$ cat src/rtl/cordic_pkg.sv
// cordic_pkg: state type, gain constant and elaboration-time arctangent table for cordic_vector
package cordic_pkg;
  typedef enum logic [1:0] {IDLE, ROT, DONE} state_t;
  localparam int CORDIC_GAIN_Q16 = 107922;
  localparam int ATAN_MAX = 32;
  typedef logic [ATAN_MAX*32-1:0] atan_tab_t;
  // entry i = round(atan(2^-i) / 2pi * 2^(d_width+guard)), packed 32 bits per entry
  function automatic atan_tab_t build_atan_table(input int d_width, input int guard);
    atan_tab_t tab;
    real t;
    real scale;
    tab = '0;
    t = 1.0;
    scale = 1.0;
    for (int k = 0; k < d_width + guard; k++) scale = scale * 2.0;
    for (int i = 0; i < ATAN_MAX; i++) begin
      tab[i*32 +: 32] = 32'($rtoi($atan(t) / (2.0 * 3.141592653589793) * scale + 0.5));
      t = t / 2.0;
    end
    return tab;
  endfunction
endpackage

$ cat src/rtl/cordic_vec_stage.sv
// cordic_vec_stage: one combinational vectoring micro-rotation, steering y toward zero
module cordic_vec_stage #(
  parameter int XW = 18,
  parameter int ZW = 20,
  parameter int IW = 4
) (
  input  logic signed [XW-1:0] x,
  input  logic signed [XW-1:0] y,
  input  logic        [ZW-1:0] z,
  input  logic        [IW-1:0] i,
  input  logic        [ZW-1:0] atan_i,
  output logic signed [XW-1:0] x_n,
  output logic signed [XW-1:0] y_n,
  output logic        [ZW-1:0] z_n
);
  logic signed [XW-1:0] xs;
  logic signed [XW-1:0] ys;
  logic up;
  always_comb begin
    xs  = x >>> i;
    ys  = y >>> i;
    up  = !y[XW-1];
    x_n = up ? x + ys : x - ys;
    y_n = up ? y - xs : y + xs;
    z_n = up ? z + atan_i : z - atan_i;
  end
endmodule

$ cat src/rtl/cordic_vector.sv
// cordic_vector: iterative vectoring CORDIC returning binary angle atan2(y, x) and gain-scaled magnitude
module cordic_vector
  import cordic_pkg::*;
#(
  parameter int D_WIDTH = 16,
  parameter int ITER    = D_WIDTH,
  parameter int GUARD   = 4
) (
  input  logic               clk,
  input  logic               rst,
  input  logic               in_valid,
  output logic               in_ready,
  input  logic [D_WIDTH-1:0] x_in,
  input  logic [D_WIDTH-1:0] y_in,
  output logic               out_valid,
  input  logic               out_ready,
  output logic [D_WIDTH-1:0] theta,
  output logic [D_WIDTH+1:0] mag
);
  localparam int XW = D_WIDTH + 2;
  localparam int ZW = D_WIDTH + GUARD;
  localparam int IW = ITER > 1 ? $clog2(ITER) : 1;
  localparam atan_tab_t ATAN = build_atan_table(D_WIDTH, GUARD);
  localparam logic [ZW-1:0] HALF = ZW'(1) << (ZW - 1);
  localparam logic [ZW-1:0] RND  = ZW'(1) << (GUARD - 1);
  state_t state, state_n;
  logic signed [XW-1:0] xr, yr, xn, yn, xe, ye;
  logic [ZW-1:0] zr, zn, zrnd;
  logic [ZW-1:0] atan_rom [ITER];
  logic [IW-1:0] cnt;
  logic zero, neg, last;
  for (genvar k = 0; k < ITER; k++) begin : g_rom
    assign atan_rom[k] = ATAN[k*32 +: ZW];
  end
  assign xe  = XW'($signed(x_in));
  assign ye  = XW'($signed(y_in));
  assign neg = x_in[D_WIDTH-1];
  cordic_vec_stage #(.XW(XW), .ZW(ZW), .IW(IW)) u_stage (
    .x(xr), .y(yr), .z(zr), .i(cnt), .atan_i(atan_rom[cnt]),
    .x_n(xn), .y_n(yn), .z_n(zn)
  );
  always_comb begin
    last      = cnt == IW'(ITER - 1);
    in_ready  = state == IDLE;
    out_valid = state == DONE;
    state_n   = state == IDLE ? (in_valid ? ROT : IDLE)
              : state == ROT  ? (last ? DONE : ROT)
              : (out_ready ? IDLE : DONE);
    zrnd      = zr + RND;
    theta     = out_valid && !zero ? zrnd[ZW-1:GUARD] : '0;
    mag       = out_valid && !zero ? $unsigned(xr) : '0;
  end
  // left half-plane inputs are turned by pi first so the iterations only cover +-pi/2
  always_ff @(posedge clk) begin
    if (rst) begin
      state <= IDLE;
      xr    <= '0;
      yr    <= '0;
      zr    <= '0;
      cnt   <= '0;
      zero  <= 1'b0;
    end else begin
      state <= state_n;
      if (in_ready && in_valid) begin
        xr   <= neg ? -xe : xe;
        yr   <= neg ? -ye : ye;
        zr   <= neg ? HALF : '0;
        zero <= x_in == '0 && y_in == '0;
        cnt  <= '0;
      end else if (state == ROT) begin
        xr  <= xn;
        yr  <= yn;
        zr  <= zn;
        cnt <= cnt + 1'b1;
      end
    end
  end
endmodule
$ cat config.mk
export PLATFORM = sky130hd
export DESIGN_NAME = cordic_vector
export DESIGN_NICKNAME = d
export VERILOG_FILES = /design/src/rtl/cordic_pkg.sv /design/src/rtl/cordic_vec_stage.sv /design/src/rtl/cordic_vector.sv
export SDC_FILE = /design/constraint.sdc
export NUM_CORES = 1
export LEC_CHECK = 0
export BUFFER_PORTS_ARGS = -buffer_cell sky130_fd_sc_hd__buf_4
export CORE_MARGIN = 2
export CORE_UTILIZATION = 56
export CTS_BUF_LIST = sky130_fd_sc_hd__clkbuf_16
export DETAILED_ROUTE_END_ITERATION = 8
export MAX_ROUTING_LAYER = met4
export PLACE_DENSITY = 0.74
export SYNTH_ARGS = -nofsm -noshare
export SYNTH_HDL_FRONTEND = slang
export SYNTH_HIERARCHICAL = 1
export SYNTH_SLANG_ARGS = --single-unit
$ cat constraint.sdc
create_clock -name clk -period 4.8 [get_ports clk]
set_clock_uncertainty 0.15 [all_clocks]
set_input_delay 0.24 -clock clk [delete_from_list [all_inputs] [get_ports clk]]
set_output_delay 0.24 -clock clk [all_outputs]
set_load 0.005 [all_outputs]
==> out/results.ini <==
[outcome]
outcome=complete, but fails checks
failed_checks=setup timing

[power]
power_switching_mw=2.54
vdd.ir_drop.worst_uv=262
seq_power_share=0.151
powerDensity_nw_per_um2=471
p_int_mw=2.79
power_mw=5.33
pwr-share-clk=0.122
combPwrFrac=0.727
swShare=0.476
p_leak_nw=4.70

[global_route]
grt_use_total=0.349
grt_start_max_net_pins=42
grt_pass1_vias=8897
overflow=0
grt_pass1_wl_um=47800
antenna_found_initial=0

[timing]
setup_tns_ns=-0.00359
maxSlewHeadroom=0.262
fin_crit_ns=4.80
fmaxAchievable_mhz=208
final_max_slew_viol_count=0
rsz0062_at_grt=yes
timing.final.crit_share=1.00
setup_viol=1
fin_ws_ns=-0.00359
finalHoldViolCount=0
worst_pin_slew_ns=1.11

[clock_tree]
cts_buffers=9
cts_num_sinks=63
cts-root-buf=clkbuf_16
clk_path_buf_depth=2
cts_tree=done
path_clk_slew_ns=0.06
cts-htree-levels=3
insertion_delay_ns=0.35

[synth]
synthTopCellsByCount=152 x nor2_1, 94 x a21oi_1, 76 x nand2_1, 76 x xnor2_1, 66 x ha_1
ys_async_sr_fraction=0
synth.most_common_cell=nor2_1
avgSynthCellArea_um2=7.74
yosys_most_used_dff=dfxtp_1
ys_seq_area_frac=0.135
syn_inst=1211
yosys_warnings=6
synth-edff-count=0
synth_area_leader_cell=dfxtp_1
ys_types=82
synth_seq_cells=63
synth_area_um2=9380
yosys-top-cells-area=dfxtp_1 13%, ha_1 8.8%, xnor2_1 7.1%
synth_top_area_frac=0.135

[route]
drtIter0Drc=896
wl_um=31600
postRouteAntennaNets=0
dr.pass1.iters=6
vias=10100
drcViolationCount=0
post_drt_wl_per_cell_um=20.3
vias_per_cell=6.47

[floorplan]
die_h_um=133
initial_core_util=0.569
core-area_um2=16500
die_area_um2=17800
rows=47
ios=72
die_width_um=133

[placement]
placed_cells=1510
dpl_cell_area_um2=10500
io_buffers=71
gp_congestion=1.04
dpl.hpwl_um=23200

[setup_path]
crit_type=flop to flop
cp_max_fo=6
required_ns=4.87
crit_chain=buf_12 -> mux4_2 -> a22o_1 -> a211oi_2 -> and2_4 -> and3_4 -> nor2_2 -> xor2_1 -> ha_1 -> o21a_1 -> o21ai_2 -> nand3b_1 -> a21oi_2 -> a211oi_2 -> or3_4 -> o21ai_4 -> xnor2_2 -> a222oi_1 -> o21a_1 -> nor3_2
critical_path.slowest_cell=mux4_2
crit_arrival_ns=4.87
critPathBufInv=1
path_delay_family=compound AO/OA/AOI/OAI gates
slowest_delay_ns=0.50
start_kind=flop
crit_path_end_kind=flop

[worst_hold_path]
hp-class=input pin to flop

[cells_and_area]
diodes=0
layout.nets=1433
fin_cells=1553
post_route_cells_drive_above_1_share=0.239
area_delta_synth_final_pct=20.7
stdcell_area_um2=11300

[job]
drv_cap=0

==> tightest hold or removal path, delay by kind of cell <==
kind,cells,cell delay (ns)
compound gates,1,0.05
buf+inv,1,0.10
simple gates,1,0.09
==> layout by cell type, fill, tap and decap left out, types with 20 or more instances in the layout <==
cell	Yosys	final
xnor2_1	76	75
buf_4	2	165
nand3_1	28	27
mux2i_1	34	32
a21oi_1	94	84
mux4_2	22	26
xor2_1	54	54
and3_1	30	28
inv_1	37	38
dfxtp_1	63	58
nor2_1	152	145
ha_1	66	60
nand2_1	76	76
o21ai_0	49	41
nor3_1	33	30
a22oi_1	28	27
nand2b_1	20	20
==> power by group through the flow <==
stage,sequential (mW),clock (mW),combinational [mW]
global route,0.807,0.673,4.19
detailed placement,0.801,0,3.44
global placement,0.800,0,3.42
CTS,0.792,0.657,3.50
finish,0.806,0.650,3.88
floorplan,0.747,0,2.62
==> state kept, by name (all words and copies together), names as in the netlist <==
| register | count |
|---|---|
| zr | 20 |
| xr | 18 |
| yr | 18 |
| cnt | 4 |
| state | 2 |
| zero | 1 |
==> final cells by class <==
cell class | count | area (um^2)
timing repair buffer | 174 | 1420
clock inverter | 7 | 56.3
multi-input combinational | 1039 | 7920
tap | 220 | 275
fill | 1399 | 5140
inverter | 41 | 154
clock buffer | 9 | 225
sequential | 63 | 1270
==> per-layer routing <==
metal  GRT usage  part of all wire
met1       0.452              0.41
met3      0.0632             0.078
met5           -                 0
met2       0.542              0.47
met4       0.137             0.041
==> path summary, 6_finish.rpt <==
path	depth (start not counted)	start	slack, ns	end
setup / recovery	20	cnt[0]	-0.004	yr[17]
hold / removal	3	y_in[10]	0.02	yr[10]
hold reg to reg	2	zr[0]	0.35	zr[0]
setup reg to reg	20	cnt[0]	-0.004	yr[17]
==> through the flow <==
step,util,setup slack (ns),hold slack (ns)
floorplan,-,0.0261,0.225
global placement,0.637,-0.0390,0.343
detailed placement,0.637,-0.0796,0.343
CTS,0.658,-0.0178,0.00760
global route,0.688,-0.150,0.0341
finish,0.688,-0.00359,0.0193
==> timing repair <==
| action | 4_1_cts | 5_1_grt |
|---|---|---|
| pin swaps | 3 | 40 |
| endpoints found under the setup margin | 4 | 13 |
| gates cloned | 1 | 2 |
| hold buffers | 0 | 0 |
| resized for setup | 7 | 71 |
| setup buffers | 3 | 21 |
==> kinds of logic after synthesis <==
family          Yosys count  share of synthesized area
other cells               1                   0.000400
mux                      80                      0.137
buf+inv                 110                     0.0514
xor+xnor                131                      0.124
simple gates            428                      0.225
flops                    63                      0.135
fa+ha+maj                69                     0.0945
compound gates          329                      0.233
(Power assumes the default switching activity.)
